<file path="src/rtl/ps_astat_pkg.sv">
// Shared constants for the arithmetic status / sticky register block.
package ps_astat_pkg;

    // ASTAT field positions
    localparam int AZ_BIT  = 0;
    localparam int AN_BIT  = 1;
    localparam int AV_BIT  = 2;
    localparam int AC_BIT  = 3;
    localparam int SV_BIT  = 4;
    localparam int SZ_BIT  = 5;

    // STKY field positions
    localparam int AVS_BIT = 0;
    localparam int SVS_BIT = 1;

    // Implemented widths; everything above reads as zero
    localparam int ASTAT_W = 6;
    localparam int STKY_W  = 2;

    localparam logic [15:0] ASTAT_MASK = 16'h003F;
    localparam logic [15:0] STKY_MASK  = 16'h0003;

    // Condition codes; bit 3 inverts the base condition
    localparam logic [3:0] COND_EQ    = 4'd0;
    localparam logic [3:0] COND_LT    = 4'd1;
    localparam logic [3:0] COND_LE    = 4'd2;
    localparam logic [3:0] COND_AC    = 4'd3;
    localparam logic [3:0] COND_AV    = 4'd4;
    localparam logic [3:0] COND_SV    = 4'd5;
    localparam logic [3:0] COND_SZ    = 4'd6;
    localparam logic [3:0] COND_TRUE  = 4'd7;
    localparam logic [3:0] COND_NE    = 4'd8;
    localparam logic [3:0] COND_GE    = 4'd9;
    localparam logic [3:0] COND_GT    = 4'd10;
    localparam logic [3:0] COND_NAC   = 4'd11;
    localparam logic [3:0] COND_NAV   = 4'd12;
    localparam logic [3:0] COND_NSV   = 4'd13;
    localparam logic [3:0] COND_NSZ   = 4'd14;
    localparam logic [3:0] COND_FALSE = 4'd15;

endpackage

</file>
<file path="src/rtl/ps_astat_cond_eval.sv">
// Combinational condition evaluation from registered ASTAT flags.
module ps_cond_eval
    import ps_astat_pkg::*;
(
    input  logic [ASTAT_W-1:0] astat,
    input  logic [3:0]         ps_cond,
    output logic               astat_ps_cond_true
);

    logic base;

    // Pick the base condition from the low three code bits, invert on bit 3
    always_comb begin
        base = 1'b0;
        case ({1'b0, ps_cond[2:0]})
            COND_EQ:   base = astat[AZ_BIT];
            COND_LT:   base = astat[AN_BIT];
            COND_LE:   base = astat[AN_BIT] | astat[AZ_BIT];
            COND_AC:   base = astat[AC_BIT];
            COND_AV:   base = astat[AV_BIT];
            COND_SV:   base = astat[SV_BIT];
            COND_SZ:   base = astat[SZ_BIT];
            COND_TRUE: base = 1'b1;
            default:   base = 1'b0;
        endcase
        astat_ps_cond_true = ps_cond[3] ? ~base : base;
    end

endmodule

</file>
<file path="src/rtl/ps_astat.sv">
// ASTAT / STKY register: captures shifter and ALU flags one cycle after
// issue, supports crossbar write/read and drives the condition result.
module ps_astat
    import ps_astat_pkg::*;
#(
    parameter int DATASIZE = 16
) (
    input  logic                clk,
    input  logic                rst_n,
    input  logic                ps_shf_en,
    input  logic                shf_ps_sv,
    input  logic                shf_ps_sz,
    input  logic                ps_alu_en,
    input  logic                alu_ps_az,
    input  logic                alu_ps_an,
    input  logic                alu_ps_av,
    input  logic                alu_ps_ac,
    input  logic                ps_astat_we,
    input  logic [DATASIZE-1:0] xb_dtx,
    input  logic                ps_stky_clr,
    input  logic                ps_astat_sel,
    output logic [DATASIZE-1:0] astat_xb_dt,
    input  logic [3:0]          ps_cond,
    output logic                astat_ps_cond_true
);

    logic                shf_en_d, alu_en_d;
    logic [ASTAT_W-1:0]  astat_q, astat_nxt;
    logic [STKY_W-1:0]   stky_q, stky_nxt;
    logic [DATASIZE-1:0] rd_nxt;
    logic                unused_xb_hi;

    // Only the implemented ASTAT bits of the write bus are consumed
    assign unused_xb_hi = ^xb_dtx[DATASIZE-1:ASTAT_W];

    // Next ASTAT/STKY: write data first, unit captures override per field
    always_comb begin
        astat_nxt = astat_q;
        if (ps_astat_we)
            astat_nxt = xb_dtx[ASTAT_W-1:0] & ASTAT_MASK[ASTAT_W-1:0];
        if (alu_en_d) begin
            astat_nxt[AZ_BIT] = alu_ps_az;
            astat_nxt[AN_BIT] = alu_ps_an;
            astat_nxt[AV_BIT] = alu_ps_av;
            astat_nxt[AC_BIT] = alu_ps_ac;
        end
        if (shf_en_d) begin
            astat_nxt[SV_BIT] = shf_ps_sv;
            astat_nxt[SZ_BIT] = shf_ps_sz;
        end

        // Clear first so a same-edge set survives
        stky_nxt = ps_stky_clr ? '0 : stky_q;
        if (alu_en_d && alu_ps_av) stky_nxt[AVS_BIT] = 1'b1;
        if (shf_en_d && shf_ps_sv) stky_nxt[SVS_BIT] = 1'b1;

        // Read mux uses pre-edge register contents, zero-extended
        rd_nxt = '0;
        if (ps_astat_sel) rd_nxt[STKY_W-1:0]  = stky_q & STKY_MASK[STKY_W-1:0];
        else              rd_nxt[ASTAT_W-1:0] = astat_q & ASTAT_MASK[ASTAT_W-1:0];
    end

    // Enable delays, status registers and registered read port
    always_ff @(posedge clk or negedge rst_n) begin
        if (!rst_n) begin
            shf_en_d    <= 1'b0;
            alu_en_d    <= 1'b0;
            astat_q     <= '0;
            stky_q      <= '0;
            astat_xb_dt <= '0;
        end else begin
            shf_en_d    <= ps_shf_en;
            alu_en_d    <= ps_alu_en;
            astat_q     <= astat_nxt;
            stky_q      <= stky_nxt;
            astat_xb_dt <= rd_nxt;
        end
    end

    ps_cond_eval u_cond (
        .astat              (astat_q),
        .ps_cond            (ps_cond),
        .astat_ps_cond_true (astat_ps_cond_true)
    );

endmodule

</file>
<file path="config.mk">
export PLATFORM = sky130hd
export DESIGN_NAME = ps_astat
export DESIGN_NICKNAME = d
export VERILOG_FILES = /design/src/rtl/ps_astat_pkg.sv /design/src/rtl/ps_astat_cond_eval.sv /design/src/rtl/ps_astat.sv
export SDC_FILE = /design/constraint.sdc
export NUM_CORES = 1
export LEC_CHECK = 0
export ABC_AREA = 1
export CORE_UTILIZATION = 31
export DETAILED_ROUTE_END_ITERATION = 8
export HOLD_SLACK_MARGIN = 0.12
export PLACE_DENSITY = 0.81
export SLEW_MARGIN = 10
export SYNTH_ARGS = -nofsm -noshare
export SYNTH_HDL_FRONTEND = slang
export SYNTH_SLANG_ARGS = --single-unit
</file>
<file path="constraint.sdc">
create_clock -name clk -period 1.1 [get_ports clk]
set_clock_uncertainty 0.2 [all_clocks]
set_input_delay 0.22 -clock clk [delete_from_list [all_inputs] [get_ports clk]]
set_output_delay 0.22 -clock clk [all_outputs]
set_load 0.05 [all_outputs]
</file>
==> results of run 1 <==
==> layer usage <==
metal	vias up	part of all wire	track usage
met5	-	0	0
met4	0	0.013	0.08108
met3	4	0.067	0.02381
met2	31	0.53	0.2532
met1	323	0.39	0.1418
li1	348	-	-
==> final timing paths <==
path,slack (ns),depth (start not counted),endpoint
worst max-delay path,-0.70,7,astat_ps_cond_true
worst min-delay path,0.06,2,astat_xb_dt[1]
worst max register to register,0.08,2,stky_q[0]
worst min register to register,0.34,2,astat_xb_dt[0]
max in group asynchronous,0.50,2,alu_en_d
min in group clk,0.15,4,astat_q[1]
==> area by class of cell <==
class | count | area (µm²) | share of cell area
Multi-Input combinational cell | 63 | 281.5 | 0.2303
Inverter | 11 | 41.29 | 0.03378
Sequential cell | 16 | 401.6 | 0.3286
Timing Repair Buffer | 38 | 440.4 | 0.3603
Clock buffer | 3 | 22.52 | 0.01842
Tap cell | 28 | 35.03 | 0.02866
==> kinds of logic after synthesis <==
family,synth area share
AND/OR/NAND/NOR,0.2595
buffers and inverters,0.1669
other,0.004954
flip-flops,0.5289
AO/OA/AOI/OAI,0.03967
==> synthesized netlist by cell type <==
cell type / instances
nor2_1: 10
nand4_1: 1
dfrtp_1: 16
nand2_1: 22
a21oi_1: 2
buf_4: 10
o21ai_0: 4
inv_1: 11
conb_1: 1
nand3_1: 14
buf_2: 2
==> state kept, by name (all words and copies together) (netlist names) <==
name	flops
astat_q	6
shf_en_d	1
astat_xb_dt	6
alu_en_d	1
stky_q	2
==> power breakdown <==
group          internal (mW)  switching (mW)  leakage, nW
clock network          0.127           0.173       0.0138
logic                  0.230           0.280        0.410
registers              0.637          0.0329        0.195
total                  0.994           0.486        0.618
==> through the flow <==
stage | hold slack (ns) | area [µm²]
after floorplan | -0.2756 | 798.3
after global placement | 0.3072 | 1189
after detailed placement | 0.3229 | 1189
after CTS | 0.07025 | 1214
after global routing | 0.07691 | 1222
final | 0.06234 | 1222
==> cells in the final DEF, fill, tap and decap left out <==
cell / Yosys / routed
o21ai_0: 4 / 2
nand2_4: 0 / 1
dfrtp_2: 0 / 1
a21oi_1: 2 / 2
nor2_1: 10 / 9
clkbuf_4: 0 / 3
nand3_1: 14 / 14
nor2_4: 0 / 1
nand2_1: 22 / 20
o21ai_1: 0 / 2
buf_4: 10 / 8
dlymetal6s2s_1: 0 / 1
inv_1: 11 / 11
nand4_1: 1 / 1
nand2_2: 0 / 1
buf_12: 0 / 8
clkdlybuf4s50_1: 0 / 19
conb_1: 1 / 10
dlygate4sd2_1: 0 / 2
dfrtp_1: 16 / 15
==> timing repair <==
action / CTS / global route
hold endpoints to repair: 16 / 16
resized for setup: 5 / 3
endpoints found under the setup margin: 8 / 9
==> results.md, run 1 <==
* Failing checks: negative setup slack
* Final Hold Fails at 0
* Final-layout fill cell count at 216
* Placed cells at around 160
* Post-route insts no fill at ~160
* Die area at between 2000 and 3000 µm²
* Crit path max-delay family: simple AND/OR/NAND/NOR gates
* Initial antenna violation count at 0
* Overall power at 1.480 mW
* Synth top area share at 0.5289
* Antenna-violating nets left at 0
* Yosys warnings at 0
* Final Core Density at 0.5422
* FP Rows at 17
* Detailed Route WL at between 1500 and 2000 µm
* Max-slew violations at 0
* Mapped cell area at roughly 760 µm²
* Clock latency on the worst-skew pair at 0.28 ns
* #FFs+latches synth at 16
* Routability Congestion at 0.7971
* Initial Utilization at 0.3357
* Max_cap viols at 0
* Largest net degree at the start of global routing at 17
* CP cell instances: o21ai_1, nand3_1, nand2_1, nand3_1, nand2_2, nand2_4, buf_12
* Core area at roughly 2300 µm²
* Critical path endpoint category: output pin
* Worst-path clk slew at approximately 0.09 ns
* Total GRT Usage at 0.1370
* TritonCTS buffer count at 3
* Die X at approximately 51 µm
* Final nets at around 170
* Synth area leader: dfrtp_1
* Library cells used by synthesis at 11
* First DRT Iteration DRCs at 5
* Top cells by area, synth: dfrtp_1 53%, nand2_1 11%, buf_4 9.9%
* Req. time, crit path at a little under 0.7 ns
* CP max FO at 2
* Inserted Diodes at 0
* Syn Area/Cell at around 8.1 µm²
* Leakage at slightly above 0.6 nW
* Crit path largest cell delay at 0.39 ns
* Vias in the first global route at around 700
* Avg WL per Cell at between 10 and 15 µm
* CTS max path bufs at 2
* Die H at between 50 and 60 µm
* DRC violation count after routing at 0
* Fin crit period at 1.800 ns
* H-tree depth at 1
* I/O Buffers at 29
* First-pass GRT wire length at 2684 µm
* Final Cycle Share at 1.636
* Critical Path Start: astat_q[4]
* Post-Synthesis Cells at 93
* Cell mode on critical path: nand3_1
* Grt total ovfl at 0
* Power per cell area at between 1000 and 1500 nW/µm²
* Kind of critical path: reg -> out
* Worst slack at placement at -0.8015 ns
* 1st-pass router iterations at 4
* Hold/Removal Path Class: in -> async
* Worst setup margin at -0.6999 ns
* Worst r2r src: alu_en_d
* Sequential element share of the synthesized area at 0.5289
* CTS tree: built
* Worst VDD drop at about 0.0007 V
* Status: complete, but fails checks
* RSZ-0062 raised after global routing: yes
* Placed wire-length estimate at approximately 1400 µm
* Top-level I/O count at 50
* CP Launch Type: flop
* Setup TNS Final at -1.656 ns
* Endpoints failing setup at 7
* CP max stage cell: dfrtp_1
* Vias per cell at ~4.4
* Achievable frequency at 555.6 MHz
* Share of layout cells above drive strength 1 at 0.1756
* Arrival time worst endpoint at roughly 1.4 ns
* CP bufs+invs at 1
* Layout area overhead at 61.49%
* Post-CTS Setup Bufs at 0
* Clock Sinks at 16
* Total number of vias at 706
* Root Driver: clkbuf_4
(Power assumes the default switching activity.)
==> inputs of run 2 (changes only) <==
--- a/config.mk
+++ b/config.mk
@@ -5,12 +5,10 @@
 export SDC_FILE = /design/constraint.sdc
 export NUM_CORES = 1
 export LEC_CHECK = 0
-export ABC_AREA = 1
 export CORE_UTILIZATION = 31
 export DETAILED_ROUTE_END_ITERATION = 8
 export HOLD_SLACK_MARGIN = 0.12
 export PLACE_DENSITY = 0.81
-export SLEW_MARGIN = 10
 export SYNTH_ARGS = -nofsm -noshare
 export SYNTH_HDL_FRONTEND = slang
 export SYNTH_SLANG_ARGS = --single-unit
==> results.md, run 2 <==
* Detailed Route WL at 1638 µm (-1.6%)
* Kind of critical path: reg -> out
* Crit path largest cell delay at 0.40 ns (about the same)
* Final-layout fill cell count at 185 (-14%)
* P_sw at 502.6 µW (+3.4%)
* CP max FO at 2 (unchanged)
* Worst r2r src: astat_q[1]
* Routability Congestion at 0.7725 (-3.1%)
* Worst setup margin at -0.9634 ns (-0.2635 ns)
* R2R cell count at 2 (unchanged)
* Sequential element share of the synthesized area at 0.5289 (unchanged)
* Mapped cell area at 757.0 µm² (unchanged)
* Core area at 2255 µm² (unchanged)
* Syn Area/Cell at 11.47 µm² (+41%)
* DRT met1 WL at 603 µm (-6.4%)
* Die area at 2644 µm² (unchanged)
* Initial antenna violation count at 0 (unchanged)
* Req. time, crit path at 0.68 ns (about the same)
* Library cells used by synthesis at 19 (+8)
* Grt total ovfl at 0 (unchanged)
* Critical R2R Capture: astat_xb_dt[1]
* Final Cycle Share at 1.876 (+0.2395)
* Critical path endpoint category: output pin
* Synth area leader: dfrtp_1
* Sw Ratio at 0.3233 (-0.005076)
* Most common cell after layout, fill and taps aside: clkdlybuf4s50_1
* Largest net degree at the start of global routing at 17 (unchanged)
* CTS max path bufs at 2 (unchanged)
* Hold/Removal Path Class: in -> async
* Vias in the first global route at 628 (-10%)
* CP cell instances: mux2_4, o221ai_4, o221ai_4, xor2_4, buf_12
* Max-slew violations at 0 (unchanged)
* Cell mode on critical path: o221ai_4
* Placed wire-length estimate at 1295 µm (-6.1%)
* Power per cell area at 1201 nW/µm² (-0.82%)
* Synth top area share at 0.5289 (unchanged)
* Achievable frequency at 484.6 MHz (-13%)
* First DRT Iteration DRCs at 0 (-5)
* Clock Sinks at 16 (unchanged)
* Clock latency on the worst-skew pair at 0.29 ns (about the same)
* Final Core Density at 0.5744 (+0.03219)
* Post-synth EDFFs at 0 (unchanged)
* Fin crit period at 2.063 ns (+0.2635 ns)
* DRC violation count after routing at 0 (unchanged)
* Biggest regs: astat_q x6, astat_xb_dt x6, stky_q x2
* Share of synthesized registers carrying an async set or reset at 1.000 (unchanged)
* I/O Buffers at 29 (unchanged)
* Vias per cell at 4.452 (+0.26%)
* Root Driver: clkbuf_4
* Yosys warnings at 0 (unchanged)
* Wire length on met3 at 106 µm (-4.5%)
* FP Rows at 17 (unchanged)
* Overall power at 1.555 mW (+5.1%)
* TritonCTS buffer count at 3 (unchanged)
* Total number of vias at 601 (-15%)
* Final Hold Fails at 0 (unchanged)
* First-pass GRT wire length at 2477 µm (-7.7%)
* Failing checks: negative setup slack
* Register Area at 400.4 µm² (-0.31%)
* Initial Utilization at 0.3357 (unchanged)
* Layout area overhead at 71.07%
* Inserted Diodes at 0 (unchanged)
* Top cells by area, synth: dfrtp_1 53%, buf_4 9.9%, mux2i_1 7.9%
* Leakage at 0.5894 nW (-4.7%)
* Most frequent cells in the layout: 19 x clkdlybuf4s50_1, 16 x dfrtp_1, 10 x conb_1
* Status: complete, but fails checks
* Max_cap viols at 0 (unchanged)
* Top cells by count, synth: 16 x dfrtp_1, 10 x buf_4, 6 x mux2i_1, 6 x nand2_1
* H-tree depth at 1 (unchanged)
* Worst VDD drop at 0.0005598 V (-20%)
* Total GRT Usage at 0.1329 (-0.004131)
* Area of the multi-input gates at 350.3 µm² (+24%)
* Pint at 1.052 mW (+5.9%)
* Top-count cell post-synth: dfrtp_1
* 1st-pass router iterations at 1 (-3)
* Final nets at 142 (-14%)
* RSZ-0062 raised after global routing: yes
* Post-Synthesis Cells at 66 (-29%)
* Worst-path clk slew at 0.09 ns (about the same)
* WL met2 at 866 µm (-2.3%)
* Arrival time worst endpoint at 1.64 ns (+0.26 ns)
* Antenna-violating nets left at 0 (unchanged)
* Share of layout cells above drive strength 1 at 0.2804 (+0.1048)
* Top Layer Used: met4
* Die H at 51.42 µm (unchanged)
* Logic pwr share at 0.368 (+0.023)
* #FFs+latches synth at 16 (unchanged)
* CP Launch Type: flop
* Clk pwr share at 0.195 (-0.008)
* Die X at 51.42 µm (unchanged)
* CTS tree: built
* Post-synth top flop: dfrtp_1
* R2r setup slk at -0.01 ns (-0.09 ns)
* Endpoints failing setup at 9 (+2)
* Top-level I/O count at 50 (unchanged)
* Avg WL per Cell at 12.13 µm (+16%)
* Sequential share of power at 0.437 (-0.016)
* CP max stage cell: dfrtp_1
run 2: cell types whose count changed after synthesis, sizes merged, moves of 6 or more:
cell / previous run / this run
mux2i: 0 / 6
nand3: 14 / 0
nand2: 22 / 6
nor2: 10 / 0
inv: 11 / 3
run 2: worst max-delay path by stage:
| stage | startpoint | endpoint |
|---|---|---|
| 3_5_place_dp | ps_cond[0] | astat_ps_cond_true |
| 5_1_grt | astat_q[2] | astat_ps_cond_true |
| 2_1_floorplan | astat_q[2] | astat_ps_cond_true |
| 3_3_place_gp | ps_cond[0] | astat_ps_cond_true |
| 4_1_cts | astat_q[4] | astat_ps_cond_true |
| 6_report | astat_q[4] | astat_ps_cond_true |
run 2: metrics by stage:
step / setup WS, ns / setup TNS [ns] / hold WS, ns / cell area [µm²] / std cells
final: -0.9634 / -1.969 / 0.06023 / 1295 / 135
after global routing: -1.019 / -2.290 / 0.06054 / 1295 / 135
after CTS: -0.9849 / -2.082 / 0.05258 / 1255 / 135
after detailed placement: -1.131 / -4.526 / 0.2850 / 1232 / 132
after global placement: -1.061 / -4.284 / 0.2877 / 1232 / 132
after floorplan: -0.6240 / -0.6240 / -0.2756 / 809.5 / 75
run 2: power by group through the flow:
stage               clock network, mW  registers (mW)  logic [mW]
floorplan                           0           0.739       0.229
global placement                    0           0.686       0.541
detailed placement                  0           0.687       0.550
CTS                             0.320           0.677       0.549
global route                    0.337           0.686       0.603
finish                          0.303           0.680       0.572
run 2: kinds of logic (layout without fill, tap and decap cells):
logic type      Yosys count  after routing  synth area share
other cells               1             10          0.004954
buf+inv                  14             46            0.1207
simple gates             13             13           0.09752
xor+xnor                  1              1           0.01157
flops                    16             16            0.5289
mux                       9              9            0.1289
compound gates           12             12            0.1074
run 2: worst max-delay path: cells and delay by family (launching register included):
family	cells	cell delay [ns]
compound gates	2	0.35
xor+xnor	1	0.18
buf+inv	1	0.16
flops	1	0.40
mux	1	0.28
run 2: final cells by class:
type | count | area share
inverters | 3 | 0.008696
multi-input cells | 45 | 0.2705
clock buffers | 3 | 0.01739
repair buffers | 40 | 0.3672
well taps | 28 | 0.02705
flip-flops and latches | 16 | 0.3092
run 2: per-layer routing:
metal	vias to the layer above	global-route usage
li1	286	-
met1	282	0.1370
met2	26	0.2338
met3	7	0.02976
met4	0	0.09459
met5	-	0
run 2: what timing repair did:
item                       in CTS  in global routing
hold endpoints to repair       16                 16
setup buffers                   0                  1
setup endpoints to repair      15                 10
pin swaps                       0                  1
gates resized for setup         4                  6
==> inputs of run 3 (changes only) <==
--- a/config.mk
+++ b/config.mk
@@ -12,3 +12,4 @@
 export SYNTH_ARGS = -nofsm -noshare
 export SYNTH_HDL_FRONTEND = slang
 export SYNTH_SLANG_ARGS = --single-unit
+export TNS_END_PERCENT = 10
==> results.md, run 3 (same netlist as run 2, synthesis figures left out) <==
* Status: complete, but fails checks
* Failing checks: negative setup slack
* I/O Buffers at 29 (unchanged)
* CTS tree: built
* Final Hold Fails at 0 (unchanged)
* Final nets at 142 (unchanged)
* First DRT Iteration DRCs at 2 (+2)
* Clock latency on the worst-skew pair at 0.29 ns (about the same)
* Vias per cell at 4.363 (-2.0%)
* Worst setup margin at -0.9596 ns (+0.003739 ns)
* Critical path endpoint category: output pin
* Req. time, crit path at 0.68 ns (about the same)
* Max_cap viols at 0 (unchanged)
* Max-slew violations at 0 (unchanged)
* RSZ-0062 raised after global routing: yes
* Clock Sinks at 16 (unchanged)
* Total GRT Usage at 0.1329 (unchanged)
* Final Cycle Share at 1.872 (-0.003399)
* First-pass GRT wire length at 2477 µm (unchanged)
* Most frequent cells in the layout: 19 x clkdlybuf4s50_1, 16 x dfrtp_1, 10 x conb_1
* TritonCTS buffer count at 3 (unchanged)
* Critical Path Start: astat_q[4]
* Top-level I/O count at 50 (unchanged)
* Share of layout cells above drive strength 1 at 0.2804 (unchanged)
* R2R cell count at 2 (unchanged)
* Placed wire-length estimate at 1295 µm (unchanged)
* Layout area overhead at 70.08%
* Arrival time worst endpoint at 1.64 ns (about the same)
* Total number of vias at 589 (-2.0%)
* Die area at 2644 µm² (unchanged)
* Most common cell after layout, fill and taps aside: clkdlybuf4s50_1
* CP Launch Type: flop
* Post-route insts no fill at 135 (unchanged)
* H-tree depth at 1 (unchanged)
* Worst VDD drop at 0.0005583 V (-0.26%)
* DRC violation count after routing at 0 (unchanged)
* Root Driver: clkbuf_4
* Critical R2R Capture: astat_xb_dt[1]
* Antenna-violating nets left at 0 (unchanged)
* Power per cell area at 1202 nW/µm² (+0.10%)
* CTS max path bufs at 2 (unchanged)
* Leakage at 0.5842 nW (-0.87%)
* Core area at 2255 µm² (unchanged)
* Achievable frequency at 485.5 MHz (+0.18%)
* Kind of critical path: reg -> out
* Routability Congestion at 0.7725 (unchanged)
* CP max FO at 2 (unchanged)
* Avg WL per Cell at 11.96 µm (-1.5%)
* Initial antenna violation count at 0 (unchanged)
* 1st-pass router iterations at 3 (+2)
* Vias in the first global route at 628 (unchanged)
* Initial Utilization at 0.3357 (unchanged)
* Endpoints failing setup at 8 (-1)
* Inserted Diodes at 0 (unchanged)
* Fin crit period at 2.060 ns (-0.003739 ns)
* Worst r2r src: astat_q[1]
* Placed cells at 132 (unchanged)
* Detailed Route WL at 1614 µm (-1.5%)
* Worst-path clk slew at 0.09 ns (about the same)
* Grt total ovfl at 0 (unchanged)
* Final-layout fill cell count at 190 (+2.7%)
* R2r setup slk at -0.03 ns (-0.02 ns)
* Die H at 51.42 µm (unchanged)
* FP Rows at 17 (unchanged)
* Hold/Removal Path Class: in -> async
* Post-CTS Setup Bufs at 0 (unchanged)
* Die X at 51.42 µm (unchanged)
* Biggest regs: astat_q x6, astat_xb_dt x6, stky_q x2
* Largest net degree at the start of global routing at 17 (unchanged)
* Overall power at 1.547 mW (-0.48%)
[run 3: cell counts in the layout (fill, tap and decap cells not counted)]
Identical to the previous run, type by type.
[run 3: power by group]
group	switching [mW]	total (mW)	internal [mW]
sequential	0.0415	0.679	0.637
combinational	0.283	0.567	0.283
clock	0.175	0.302	0.127
[run 3: area by class of cell]
cell class | instances | area (µm²) | area share
clock buffers | 3 | 22.52 | 0.01749
inverters | 3 | 11.26 | 0.008746
multi-input cells | 45 | 346.6 | 0.2692
flip-flops and latches | 16 | 400.4 | 0.3110
well taps | 28 | 35.03 | 0.02721
repair buffers | 40 | 471.7 | 0.3664
[run 3: metal layers]
metal | routed length, µm | global-route usage | vias up | share of wire
li1 | - | - | 283 | -
met4 | 42 | 0.09459 | 0 | 0.026
met5 | 0 | 0 | - | 0
met3 | 92 | 0.02976 | 5 | 0.057
met2 | 896 | 0.2338 | 24 | 0.56
met1 | 582 | 0.1370 | 277 | 0.36
[run 3: worst max-delay path by stage]
stage | to | slack, ns
after floorplan | astat_ps_cond_true | -0.62
after global placement | astat_ps_cond_true | -1.06
after detailed placement | astat_ps_cond_true | -1.13
after CTS | astat_ps_cond_true | -0.98
after global routing | astat_ps_cond_true | -1.02
final | astat_ps_cond_true | -0.96
[run 3: per-stage QoR]
step / setup slack, ns / utilization / TNS (ns) / hold WS [ns] / area (µm²)
finish: -0.9596 / 0.5710 / -1.976 / 0.06111 / 1287
global route: -1.019 / 0.5710 / -2.287 / 0.06054 / 1287
CTS: -0.9849 / 0.5566 / -2.082 / 0.05258 / 1255
detailed placement: -1.131 / 0.5466 / -4.526 / 0.2850 / 1232
global placement: -1.061 / 0.5466 / -4.284 / 0.2877 / 1232
floorplan: -0.6240 / - / -0.6240 / -0.2756 / 809.5
[run 3: timing repair]
action | in CTS | in global routing
resized for setup | 4 | 4
pin swaps | 0 | 0
setup endpoints to repair | 15 | 10
hold endpoints to repair | 16 | 16
[run 3: worst max-delay path, cell delays in order (launching register included)]
cell and delay (ns):
dfrtp_1 0.39, mux2_4 0.28, o221ai_4 0.20, o221ai_4 0.15
xor2_4 0.18, buf_12 0.16
